## src/rtl/fetch_unit.sv

```systemverilog
// Instruction fetch sequencer: IDLE/RUN/HALT control, program counter
// with forward/backward branches, and a saturating RUN cycle counter.
module fetch_unit #(
    parameter int PC_W  = 10,
    parameter int CNT_W = 16
) (
    input  logic             clk_i,
    input  logic             reset_i,
    input  logic             start_i,
    input  logic [PC_W-1:0]  start_addr_i,
    input  logic [7:0]       imem_data_i,
    input  logic             branchf_i,
    input  logic             branchb_i,
    input  logic [7:0]       offset_i,
    input  logic             done_i,
    output logic [PC_W-1:0]  imem_addr_o,
    output logic [7:0]       instruction_o,
    output logic             running_o,
    output logic             done_o,
    output logic [PC_W-1:0]  pc_o,
    output logic [CNT_W-1:0] cycle_count_o
);

    typedef enum logic [1:0] {
        IDLE = 2'd0,
        RUN  = 2'd1,
        HALT = 2'd2
    } state_t;

    localparam logic [7:0]       HALT_INSN = 8'h88;
    localparam logic [PC_W-1:0]  PC_ONE    = PC_W'(1);
    localparam logic [CNT_W-1:0] CNT_ONE   = CNT_W'(1);
    localparam logic [CNT_W-1:0] CNT_MAX   = '1;

    state_t           state;
    logic [PC_W-1:0]  pc;
    logic [PC_W-1:0]  pc_next;
    logic [PC_W-1:0]  off_ext;
    logic [CNT_W-1:0] cycle_count;

    // Branch distance zero-extended to pc width; sums wrap naturally.
    always_comb begin
        off_ext = PC_W'(offset_i);
    end

    // Next pc while running; halt beats branches, forward beats backward.
    always_comb begin
        pc_next = pc + PC_ONE;
        if (done_i) begin
            pc_next = pc;
        end else if (branchf_i) begin
            pc_next = pc + off_ext;
        end else if (branchb_i) begin
            pc_next = pc - off_ext;
        end
    end

    // Control FSM with pc, cycle counter and registered state decodes.
    always_ff @(posedge clk_i or posedge reset_i) begin
        if (reset_i) begin
            state       <= IDLE;
            pc          <= '0;
            cycle_count <= '0;
            running_o   <= 1'b0;
            done_o      <= 1'b0;
        end else begin
            case (state)
                IDLE, HALT: begin
                    if (start_i) begin
                        state       <= RUN;
                        pc          <= start_addr_i;
                        cycle_count <= '0;
                        running_o   <= 1'b1;
                        done_o      <= 1'b0;
                    end
                end
                RUN: begin
                    pc <= pc_next;
                    if (cycle_count != CNT_MAX) begin
                        cycle_count <= cycle_count + CNT_ONE;
                    end
                    if (done_i) begin
                        state     <= HALT;
                        running_o <= 1'b0;
                        done_o    <= 1'b1;
                    end
                end
                default: begin
                    state     <= IDLE;
                    running_o <= 1'b0;
                    done_o    <= 1'b0;
                end
            endcase
        end
    end

    // Memory address and pc are the live register; halt opcode outside RUN.
    always_comb begin
        imem_addr_o   = pc;
        pc_o          = pc;
        cycle_count_o = cycle_count;
        instruction_o = running_o ? imem_data_i : HALT_INSN;
    end

    // RUN and HALT indications are mutually exclusive.
    always @(posedge clk_i) begin
        if (!reset_i) begin
            assert (!(running_o && done_o))
                else $error("running_o and done_o both high");
        end
    end

endmodule

```

## config.mk

```make
export PLATFORM = sky130hd
export DESIGN_NAME = fetch_unit
export DESIGN_NICKNAME = d
export VERILOG_FILES = /design/src/rtl/fetch_unit.sv
export SDC_FILE = /design/constraint.sdc
export NUM_CORES = 1
export LEC_CHECK = 0
export CORE_ASPECT_RATIO = 2
export CORE_UTILIZATION = 49
export CTS_BUF_LIST = sky130_fd_sc_hd__clkbuf_8
export DETAILED_ROUTE_END_ITERATION = 16
export GPL_TIMING_DRIVEN = 0
export PLACE_DENSITY = 0.9
export SYNTH_ARGS = -nofsm -noshare
export SYNTH_HDL_FRONTEND = slang
export SYNTH_SLANG_ARGS = --single-unit
```

## constraint.sdc

```tcl
create_clock -name clk_i -period 4.9 [get_ports clk_i]
set_input_delay 1.225 -clock clk_i [delete_from_list [all_inputs] [get_ports clk_i]]
set_output_delay 1.225 -clock clk_i [all_outputs]
set_load 0.01 [all_outputs]
```

======== Word-level counts from Yosys, hierarchy flattened ========
Cells that the tools add are included.
cells by class
  $add $sub $neg .......................... 4
  eq/ne operators ......................... 7
  muxes and demuxes ....................... 18
  reductions and logical operators ........ 6
operator list
  operator                 number
  $mux W10                 4
  $mux W16                 2
  $pmux W16 S2             1
  $pmux W10 S2             1
  $add A16 B1 Y16 const B  1
  $ne A16 B16 Y1 const B   1
  $add A10 B1 Y10 const B  1
  $add A10 B8 Y10          1
  $sub A10 B8 Y10          1
  $mux W8                  1
  $ne A2 B2 Y1 const B     4
  $reduce_and A3 Y1        2
  $mux W1                  4
  $mux W2                  2
  $pmux W1 S2              2
  $pmux W2 S2              1
  $eq A2 B1 Y1 const B     1
  $eq A2 B2 Y1 const B     1
  $logic_not A2 Y1         1
  $reduce_and A2 Y1        1
  $reduce_bool A2 Y1       1
  $reduce_or A2 Y1         1
word-level totals
  flip-flop bits (word level) ............. 30
  bits of input ports ..................... 32
  output and inout port bits .............. 46
  logic and storage cells ................. 40

======== Depth between registers and ports, before layout ========
Gate-level depths: netlist of the first run.
  depth in word-level cells ............... 5
  depth in mapped cells ................... 15

======== Worst setup path before layout of the first run ========
No wires, ideal clock.
  path type ............................... input port to flip-flop
  from .................................... input port branchb_i
  to ...................................... register pc[8], in the netlist imem_addr_o[8]
  setup time .............................. 0.087 ns
  data arrival time ....................... 3.564 ns
  required time ........................... 4.813 ns
  slack ................................... 1.249 ns
  cell stages on the path ................. 11
  path buffers ............................ 1
  cells stage by stage .................... clkbuf_1 inv_1 nor2_1 ha_1 mux2_2 fa_1 a211oi_1 o21bai_1 o41a_1 xnor2_1 a22oi_1
between the ends
  cells in the longest elaborated chain, start to end .. 4
RTL lines
  item                  line  text
  start, declared       13    input logic branchb_i,
  $mux W10              53    end else if (branchb_i) begin
  $mux W10              51    end else if (branchf_i) begin
  $mux W10              49    if (done_i) begin
  $pmux W10 S2          67    case (state)
  end signal, assigned  71    pc <= start_addr_i;
  end signal, assigned  78    pc <= pc_next;
  end, declared         36    logic [PC_W-1:0] pc;
Every way passes these cells. The select of a mux whose other input is x is not followed.
A chain may end at the register's enable or synchronous reset.

======== Worst setup path in the final report of the first run ========
  from .................................... input port branchf_i
  to ...................................... register pc[8], in the netlist imem_addr_o[8]
between the ends
  cells in the longest elaborated chain, start to end .. 3
RTL lines
  item             line  text
  start, declared  12    input logic branchf_i,
  $mux W10         51
  $mux W10         49
  $pmux W10 S2     67
Every way passes these cells. The select of a mux whose other input is x is not followed.

==> results.md, run 1 <==
* Outcome: finished clean
* Commonest non-fill, non-tap cells in the layout: clkdlybuf4s50_1 (76), nor2_1 (33), dfrtp_1 (29), nand2_1 (23), a21oi_1 (16)
* # placed instances at 379
* CTS buffer count at 5
* Post-route insts no fill at 387
* Pwr dens at 441 mW/mm²
* Critical Path End Type: flip-flop
* WL/cell at 14.1 µm
* Initial drt markers at 45
* Worst endpoint required time at a little over 5 ns
* Pleak at roughly 1.2 nW
* Overflow after GRT at 0
* Top cells by area, synth: dfrtp_1 (35%), ha_1 (6.6%), nor2_1 (6.0%), xnor2_1 (4.6%), nand2_1 (4.2%)
* First drt pass iteration count at 4
* Antenna violation net count after detailed routing at 0
* # rows at 33
* Die Ht at 94.1 µm
* Routed via count at about 2,100
* Final slew viol count at 0
* CTS clock-pin slew for the worst setup and hold paths at 0.07 ns
* H-tree levels at 2
* RD Place Congestion at ~0.9
* Top FF cell, synth: dfrtp_1
* Vias/cell at 5.48
* Share of post-route cells with drive strength above 1 at under 10%
* Dpl hpwl at ~4300 µm
* Final wirelength at 5460 µm
* Total Nets Final at about 380
* Rel. slew slack at 25.9%
* CP bufs+invs at 2
* Chip Width at 48.1 µm
* Actual slew at the worst max-slew pin at 1.11 ns
* Core box area at 0.00409 mm²
* Crit-path cells: clkdlybuf4s50_1, buf_1, mux2_2, fa_1, a211oi_1, o21bai_1, o41a_1, xnor2_1, a22oi_1
* Largest net degree at the start of global routing at 30
* CP startpoint kind: input pin
* Max-Cap Viols at 0
* Synth warn at 0
* Number of port buffers at 76
* Worst-skew pair later-pin latency at 0.28 ns
* CTS tree: yes
* Syn Area/Cell at roughly 8.3 µm²
* Post-CTS Resized at 0
* CP max stage delay at 0.54 ns
* Final setup vio count at 0
* Total Die Area at between 0.004 and 0.005 mm²
* GRT Util Overall at 27.0%
* Synth top area share at roughly a third
* ANT cells at 0
* Commonest non-fill, non-tap cell in the layout: clkdlybuf4s50_1
* Worst min-delay path class: reg2reg
* Global-route wire length before repair at 8700 µm
* Peak supply drop at between 0.0003 and 0.0004 V
* Arr. time, crit path at 4.12 ns
* Initial Util at between 50 and 60%
* Fin util at 73.1%
* Final worst-path cycle share at between 70% and 80%
* Leading area contributor after synthesis: dfrtp_1
* CTS Sinks at 29
* DRC at 0
* Clock Tree Buf Depth at 2
* Distinct cells, synth at 41
* TNS Setup at 0 ns
* #FFs+latches synth at 29
* Mapped cell area at 0.00208 mm²
* Critical path type: in2reg
* Post-synth ARST share at 100%
* CP Max Fanout at 10
* Filler cells at 306
* Final Hold Viols at 0
* Cell family with most CP delay: compound AO/OA/AOI/OAI gates
* Sequential fraction of the synthesis area at a little over a third
* CTS root buffer: clkbuf_8
* Vias in the first global route at between 2,000 and 2,500
* # IOs at 78
* Post-CTS Setup Inserts at 0
* Initial antenna violation count at 0
* Hold slack at 0.554 ns
* Post-route clock skew at 0.00778 ns
* RSZ-0062 raised after global routing: no
* Hold-fix buffers, CTS at 0
* Total nets after synthesis at between 200 and 300
* Highest Clock Rate at 255 MHz
* P&R area growth vs syn at 43.7%
* Max stage delay cell, worst path: clkdlybuf4s50_1
* EDFF count, synth at 0
* Min cycle time layout at 3.91 ns
* Syn Inst Count at 251
==> routing by layer <==
layer	vias up	global-route usage, %	share of wire, %
li1	1051	-	-
met5	-	0	0
met4	0	10.4	2.1
met1	994	26.9	36
met3	10	4.62	3.8
met2	66	50.2	58
==> synth_stat cells (2+ instances only) <==
| cell | number |
|---|---|
| a21o_1 | 4 |
| buf_4 | 10 |
| mux2_2 | 2 |
| inv_1 | 7 |
| clkbuf_1 | 5 |
| o31ai_1 | 2 |
| nor3_1 | 9 |
| xnor2_1 | 11 |
| nor2b_1 | 2 |
| ha_1 | 11 |
| nand3_1 | 12 |
| a22o_1 | 2 |
| dfrtp_1 | 29 |
| o21ai_0 | 15 |
| o21a_1 | 2 |
| nand4_1 | 4 |
| a31oi_1 | 7 |
| a211oi_1 | 4 |
| and2_1 | 6 |
| a21oi_1 | 16 |
| o21bai_1 | 2 |
| o22ai_1 | 2 |
| nor4_1 | 3 |
| or3_1 | 2 |
| nor2_1 | 33 |
| nand2_1 | 23 |
| xor2_1 | 5 |
| nand2b_1 | 8 |
==> state kept, by name (all words and copies together) (netlist names) <==
name           flops
state              2
imem_addr_o       10
running_o          1
cycle_count_o     16
==> kinds of logic after synthesis <==
| kind of cell | Yosys count | share of synthesized area, % |
|---|---|---|
| simple gates | 106 | 24.8 |
| compound gates | 62 | 18.7 |
| flops | 29 | 34.9 |
| buf+inv | 24 | 6.20 |
| xor+xnor | 16 | 6.74 |
| fa+ha+maj | 12 | 7.59 |
| mux | 2 | 1.08 |
==> power by group <==
| part | internal [W] | switching [W] | total [W] |
|---|---|---|---|
| logic | 0.000422 | 0.000333 | 0.000755 |
| clock network | 0.0000960 | 0.0000913 | 0.000187 |
| registers | 0.000297 | 0.0000770 | 0.000374 |
| total | 0.000815 | 0.000501 | 0.00132 |
==> layout make-up <==
cell class | count | area, µm² | share of cell area [%]
Multi-Input combinational cell | 198 | 1220 | 41.0
Tap cell | 52 | 65.1 | 2.18
Clock inverter | 3 | 13.8 | 0.461
Clock buffer | 5 | 68.8 | 2.30
Timing Repair Buffer | 76 | 761 | 25.5
Inverter | 7 | 26.3 | 0.880
Sequential cell | 29 | 726 | 24.3
Buffer | 17 | 103 | 3.44
==> worst register-to-register path: cells and delay by family (launching register included) <==
kind,cells,cell delay [ns]
compound gates,4,0.97
xor+xnor,1,0.14
fa+ha+maj,2,0.66
flops,1,0.41
==> path summary, 6_finish.rpt <==
path / cells after the start / slack [ns] / endpoint / from
min reg2reg: 1 / 0.55 / cycle_count_o[3] / cycle_count_o[3]
max in group asynchronous: 2 / 2.70 / imem_addr_o[1] / reset_i
min in group asynchronous: 2 / 1.52 / cycle_count_o[12] / reset_i
max: 9 / 0.99 / imem_addr_o[8] / branchf_i
min: 1 / 0.55 / cycle_count_o[3] / cycle_count_o[3]
max reg2reg: 7 / 2.65 / imem_addr_o[8] / imem_addr_o[0]
==> stage by stage <==
stage	power [W]	setup slack, ns	cell area [µm²]
after floorplan	0.000803	1.25	2080
after global placement	0.00111	0.751	2900
after CTS	0.00132	1.01	2990
after global routing	0.00142	0.853	2990
after detailed placement	0.00113	0.710	2900
final	0.00132	0.985	2990
Power figures use the tool's default switching activity.
==> inputs of run 2 (changes only) <==
- CORE_UTILIZATION: 49 -> 41
- PLACE_DENSITY: 0.9 -> 0.8
- clock period: 4.9 -> 3.4 ns (I/O delays scaled with it)
==> run 2 against run 1 <==
Net effect:
- clock skew shrank 0.00075 ns
- utilization shrank 11 points
- first-iteration DRC count shrank 47%
- clock power grew 51%
- die area grew 19%
- cell count grew 1.3%
- worst hold slack gained 0.0028 ns
- cell area grew 1.8%
- non-clock buffer count is the same
- setup slack lost 0.88 ns
- highest routed layer unchanged
==> results.md, run 2 (synthesis gave the netlist of run 1 again) <==
* Share of post-route cells with drive strength above 1 at 9.55% (was 7.16%)
* Critical Path End Type: flip-flop (unchanged)
* Area used by multi-input combinational logic at 0.00126 mm² (was 0.00122 mm²)
* Pwr Total at 0.00194 W (was 0.00132 W)
* Final setup vio count at 0 (unchanged)
* Overflow after GRT at 0 (unchanged)
* CTS buffer count at 5 (unchanged)
* # placed instances at 384 (was 379)
* Post-route clock skew at 0.00703 ns (was 0.00778 ns)
* GRT Util Overall at 22.6% (was 27.0%)
* Core box area at 0.00486 mm² (was 0.00409 mm²)
* WL/cell at 15.0 µm (was 14.1 µm)
* CTS root buffer: clkbuf_8 (unchanged)
* Worst min-delay path class: reg2reg (unchanged)
* Routed via count at 2,122 (was 2,121)
* CP bufs+invs at 2 (unchanged)
* Rel. slew slack at 24.4% (was 25.9%)
* Initial Util at 42.7% (was 50.8%)
* Peak supply drop at 0.000415 V (was 0.000339 V)
* CTS Sinks at 29 (unchanged)
* Dpl hpwl at 4520 µm (was 4280 µm)
* Hold-fix buffers, CTS at 0 (unchanged)
* Filler cells at 438 (was 306)
* First drt pass iteration count at 4 (unchanged)
* Min cycle time layout at 3.29 ns
* P&R area growth vs syn at 46.4% (was 43.7%)
* Largest register FFs at 16 (unchanged)
* Actual slew at the worst max-slew pin at 1.13 ns (was 1.11 ns)
* Vias/cell at 5.41 (was 5.48)
* Pwr dens at 638 mW/mm² (was 441 mW/mm²)
* Total Die Area at 0.00538 mm² (was 0.00452 mm²)
* Worst-skew pair later-pin latency at 0.28 ns (about the same)
* # rows at 36 (was 33)
* Max-Cap Viols at 0 (unchanged)
* Number of port buffers at 76 (unchanged)
* H-tree levels at 2 (unchanged)
* # IOs at 78 (unchanged)
* Clock Tree Buf Depth at 2 (unchanged)
* Final Hold Viols at 0 (unchanged)
* ANT cells at 0 (unchanged)
* Post-route insts no fill at 392 (was 387)
* Global-route wire length before repair at 9050 µm (was 8700 µm)
* Commonest non-fill, non-tap cell in the layout: clkdlybuf4s50_1 (unchanged)
* DRC at 0 (unchanged)
* Die Ht at 103 µm (was 94.1 µm)
* Antenna violation net count after detailed routing at 0 (unchanged)
* CTS tree: yes (unchanged)
* CP max stage delay at 0.30 ns (was 0.54 ns)
* Vias in the first global route at 2,010 (was 2,028)
* CP startpoint kind: input pin (unchanged)
* Chip Width at 52.3 µm (was 48.1 µm)
* Max stage delay cell, worst path: clkbuf_1 (was clkdlybuf4s50_1)
* Initial antenna violation count at 0 (unchanged)
* Outcome: finished clean (unchanged)
* Fin util at 62.5% (was 73.1%)
* Final wirelength at 5870 µm (was 5460 µm)
* Initial drt markers at 24 (was 45)
* Post-DP Area at 0.00291 mm² (was 0.00290 mm²)
* Crit-path cells: clkbuf_1, inv_1, nor2_1, ha_2, mux2_2, ha_1, a21o_1, a21oi_1, o211ai_1, a31oi_2, xnor2_1, o22ai_1 (was clkdlybuf4s50_1, buf_1, mux2_2, fa_1, a211oi_1, o21bai_1, o41a_1, xnor2_1, a22oi_1)
* Critical path type: in2reg (unchanged)
* Final slew viol count at 0 (unchanged)
* Largest net degree at the start of global routing at 30 (unchanged)
* Arr. time, crit path at 3.46 ns (was 4.12 ns)
* RD Place Congestion at 0.837 (was 0.907)
* Worst endpoint required time at 3.57 ns (was 5.10 ns)
* Pleak at 1.26 nW (was 1.24 nW)
* Commonest non-fill, non-tap cells in the layout: clkdlybuf4s50_1 (74), nor2_1 (33), dfrtp_1 (29), nand2_1 (23), a21oi_1 (16) (was clkdlybuf4s50_1 (76), nor2_1 (33), dfrtp_1 (29), nand2_1 (23), a21oi_1 (16))
* Total Nets Final at 378 (unchanged)
* FF+latch area at 726 µm² (unchanged)
* Cell family with most CP delay: compound AO/OA/AOI/OAI gates (unchanged)
* CTS clock-pin slew for the worst setup and hold paths at 0.07 ns (about the same)
* Final instance area at 0.00304 mm² (was 0.00299 mm²)
* Final worst-path cycle share at 96.9%
* CP Max Fanout at 8 (was 10)
* Highest Clock Rate at 304 MHz
==> run 2: timing repair <==
action | in CTS | in global routing
setup buffers | 0 | 0
resized for setup | 4 | 9
pin swaps | 0 | 2
endpoints found under the setup margin | 4 | 4
==> run 2: power breakdown <==
group          internal (W)  leakage (nW)  switching, W
Combinational      0.000620         0.843      0.000499
Clock              0.000141        0.0439      0.000141
Sequential         0.000428         0.371      0.000113
Total               0.00119          1.26      0.000752
==> run 2: layout make-up <==
| class | instances | area share (%) |
|---|---|---|
| inverters | 7 | 0.864 |
| well taps | 57 | 2.34 |
| multi-input cells | 198 | 41.5 |
| clock inverters | 3 | 0.576 |
| flip-flops and latches | 29 | 23.9 |
| plain buffers | 17 | 3.41 |
| repair buffers | 76 | 25.2 |
| clock buffers | 5 | 2.26 |
==> run 2: final timing paths <==
check,startpoint,slack [ns],cells after the start,endpoint
worst max-delay path,branchb_i,0.11,12,imem_addr_o[9]
worst min-delay path,cycle_count_o[3],0.56,1,cycle_count_o[3]
worst max register to register,imem_addr_o[0],1.29,7,imem_addr_o[8]
worst min register to register,cycle_count_o[3],0.56,1,cycle_count_o[3]
max in group asynchronous,reset_i,1.56,2,cycle_count_o[15]
min in group asynchronous,reset_i,1.16,2,cycle_count_o[10]
==> run 2: worst reg2reg max path: cells and delay by family (launching register included) <==
kind / cells / cell delay, ns
flops: 1 / 0.41
xor+xnor: 1 / 0.14
fa+ha+maj: 2 / 0.63
compound gates: 4 / 0.85
==> run 2: metal layers <==
metal,wire (µm),GRT usage (%),up-vias
li1,-,-,1054
met1,2100,21.0,1006
met2,3500,46.0,54
met3,169,3.24,8
met4,101,8.70,0
met5,0,0,-
==> run 2: stage by stage <==
| step | hold slack [ns] | TNS [ns] | worst slack [ns] |
|---|---|---|---|
| 6_report | 0.557 | 0 | 0.107 |
| 5_1_grt | 0.591 | -0.127 | -0.0454 |
| 4_1_cts | 0.553 | 0 | 0.0220 |
| 2_1_floorplan | 0.520 | 0 | 0.124 |
| 3_3_place_gp | 0.518 | -1.63 | -0.402 |
| 3_5_place_dp | 0.543 | -1.73 | -0.399 |
==> inputs of run 3 (changes only) <==
- CELL_PAD_IN_SITES_DETAIL_PLACEMENT: default -> 1
- CELL_PAD_IN_SITES_GLOBAL_PLACEMENT: default -> 1
- CORE_UTILIZATION: 41 -> 30
- PLACE_DENSITY: 0.8 -> 0.82
==> run 3 against run 2 <==
Net effect:
- worst hold slack worse by 0.0010 ns
- highest routed layer unchanged
- clock power is 2% higher
- critical endpoint is now imem_addr_o[8]
- clock skew is 0.0035 ns lower
- maximum frequency is 1.1% lower
- cell area is 1.4% higher
- utilization is 16 points lower
- setup slack worse by 0.035 ns
- clock-buffer cell count is 1 higher
- critical path depth is 3 lower
- sequential power hardly changed
==> results.md, run 3 (synthesis gave the netlist of run 1 again) <==
* DRC at 0 (unchanged)
* Area used by multi-input combinational logic at 0.00125 mm² (was 0.00126 mm²)
* Worst endpoint required time at 3.60 ns (was 3.57 ns)
* Post-route insts no fill at 423 (was 392)
* # IOs at 78 (unchanged)
* Pwr dens at 642 mW/mm² (was 638 mW/mm²)
* GRT Util Overall at 20.4% (was 22.6%)
* Hold path cells at 2 (was 1)
* Outcome: finished clean (unchanged)
* FF-to-FF path depth at 7 (unchanged)
* # placed instances at 415 (was 384)
* Total Die Area at 0.00728 mm² (was 0.00538 mm²)
* Commonest non-fill, non-tap cells in the layout: clkdlybuf4s50_1 (71), nor2_1 (33), dfrtp_1 (29), nand2_1 (23) (was clkdlybuf4s50_1 (74), nor2_1 (33), dfrtp_1 (29), nand2_1 (23), a21oi_1 (16))
* CP startpoint kind: input pin (unchanged)
* RSZ-0062 raised after global routing: no
* Worst-skew pair later-pin latency at 0.28 ns (about the same)
* First drt pass iteration count at 3 (was 4)
* CP max stage delay at 0.53 ns (was 0.30 ns)
* TNS Setup at 0 ns (unchanged)
* CP Max Fanout at 10 (was 8)
* Arr. time, crit path at 3.53 ns (was 3.46 ns)
* CTS Sinks at 29 (unchanged)
* R2r setup slk at 1.11 ns (was 1.29 ns)
* Post-route clock skew at 0.00354 ns (was 0.00703 ns)
* Largest register FFs at 16 (unchanged)
* Share of post-route cells with drive strength above 1 at 9.25% (was 9.55%)
* Total Nets Final at 379 (was 378)
* Critical Path End Type: flip-flop (unchanged)
* Initial Util at 31.1% (was 42.7%)
* Fin util at 46.2% (was 62.5%)
* Clock Tree Buf Depth at 2 (unchanged)
* Chip Width at 60.9 µm (was 52.3 µm)
* CTS clock-pin slew for the worst setup and hold paths at 0.06 ns (was 0.07 ns)
* Vias in the first global route at 2,257 (was 2,010)
* CTS buffer count at 5 (unchanged)
* Hold_sp: imem_addr_o[2] (was cycle_count_o[3])
* ANT cells at 0 (unchanged)
* Min cycle time layout at 3.33 ns (was 3.29 ns)
* FF+latch area at 726 µm² (unchanged)
* Core box area at 0.00667 mm² (was 0.00486 mm²)
* Initial antenna violation count at 0 (unchanged)
* Crit-path cells: clkdlybuf4s50_1, buf_4, mux2_2, fa_1, a211oi_2, o21bai_1, o41a_1, xnor2_1, a22oi_1 (was clkbuf_1, inv_1, nor2_1, ha_2, mux2_2, ha_1, a21o_1, a21oi_1, o211ai_1, a31oi_2, xnor2_1, o22ai_1)
* Worst Hold Endpoint: imem_addr_o[2] (was cycle_count_o[3])
* Antenna violation net count after detailed routing at 0 (unchanged)
* Overflow after GRT at 0 (unchanged)
* Final setup vio count at 0 (unchanged)
* RD Place Congestion at 0.781 (was 0.837)
* P&R area growth vs syn at 48.4% (was 46.4%)
* Highest Clock Rate at 300 MHz (was 304 MHz)
* Largest net degree at the start of global routing at 30 (unchanged)
* Peak supply drop at 0.000289 V (was 0.000415 V)
* Die Ht at 120 µm (was 103 µm)
* H-tree levels at 2 (unchanged)
* Global-route wire length before repair at 11,000 µm (was 9050 µm)
* Vias/cell at 5.17 (was 5.41)
* R2R Path End: imem_addr_o[8] (unchanged)
* Final wirelength at 6920 µm (was 5870 µm)
* Final worst-path cycle share at 97.9% (was 96.9%)
* Worst r2r src: imem_addr_o[0] (unchanged)
* Hold-fix buffers, CTS at 0 (unchanged)
* CTS root buffer: clkbuf_8 (unchanged)
* Number of port buffers at 76 (unchanged)
* Dpl hpwl at 5630 µm (was 4520 µm)
* Final slew viol count at 0 (unchanged)
* Max-Cap Viols at 0 (unchanged)
* Worst min-delay path class: reg2reg (unchanged)
* # rows at 42 (was 36)
* Rel. slew slack at 20.3% (was 24.4%)
* Final Hold Viols at 0 (unchanged)
* Actual slew at the worst max-slew pin at 1.19 ns (was 1.13 ns)
* Pleak at 1.28 nW (was 1.26 nW)
* Routed via count at 2,186 (was 2,122)
* CTS tree: yes (unchanged)
* Critical path type: in2reg (unchanged)
* WL/cell at 16.4 µm (was 15.0 µm)
* Max stage delay cell, worst path: clkdlybuf4s50_1 (was clkbuf_1)
* Commonest non-fill, non-tap cell in the layout: clkdlybuf4s50_1 (unchanged)
* Filler cells at 832 (was 438)
* Initial drt markers at 42 (was 24)
[run 3: how the worst max path moves through the flow]
| stage | slack [ns] | from | to |
|---|---|---|---|
| after floorplan | 0.12 | branchb_i | imem_addr_o[8] |
| after global placement | -0.50 | offset_i[2] | imem_addr_o[9] |
| after detailed placement | -0.59 | offset_i[2] | imem_addr_o[9] |
| after CTS | 0.04 | branchf_i | imem_addr_o[8] |
| after global routing | 0.03 | branchf_i | imem_addr_o[8] |
| final | 0.07 | branchf_i | imem_addr_o[8] |
[run 3: power by group]
group          leakage [nW]  internal [W]  switching, W
sequential            0.371      0.000428      0.000113
combinational         0.865      0.000622      0.000531
clock                0.0485      0.000157      0.000130
total                  1.28       0.00121      0.000774
[run 3: cell type report]
class / instances / share of cell area (%)
Buffer: 17 / 3.49
Clock buffer: 6 / 2.68
Clock inverter: 1 / 0.122
Inverter: 7 / 0.852
Multi-Input combinational cell: 198 / 40.7
Sequential cell: 29 / 23.5
Tap cell: 88 / 3.57
Timing Repair Buffer: 77 / 25.1
[run 3: timing repair]
| item | in CTS | in global routing |
|---|---|---|
| endpoints found under the setup margin | 5 | 5 |
| gates resized for setup | 9 | 7 |
| buffers inserted | 0 | 1 |
| hold endpoints to repair | 0 | 0 |
| pin swaps | 1 | 2 |
[run 3: critical path, delay by kind of cell]
family / cells / cell delay [ns]
AO/OA/AOI/OAI: 4 / 0.97
buffers and inverters: 2 / 0.73
adder cells (fa/ha/maj): 1 / 0.46
multiplexers: 1 / 0.38
XOR/XNOR: 1 / 0.14
[run 3: metrics by stage]
stage	instance area [µm²]	setup WS (ns)	power [W]	hold slack [ns]
CTS	3070	0.0390	0.00200	0.557
finish	3080	0.0717	0.00198	0.556
detailed placement	2950	-0.587	0.00168	0.546
global placement	2950	-0.504	0.00164	0.521
floorplan	2080	0.124	0.00116	0.520
global route	3080	0.0252	0.00213	0.602
[run 3: per-layer routing]
metal  global-route usage [%]  part of all wire (%)  up-vias
li1                         -                     -     1048
met1                     17.8                    32     1076
met2                     41.6                    62       49
met3                     3.23                   3.2       13
met4                     8.10                   2.6        0
met5                        0                     0        -
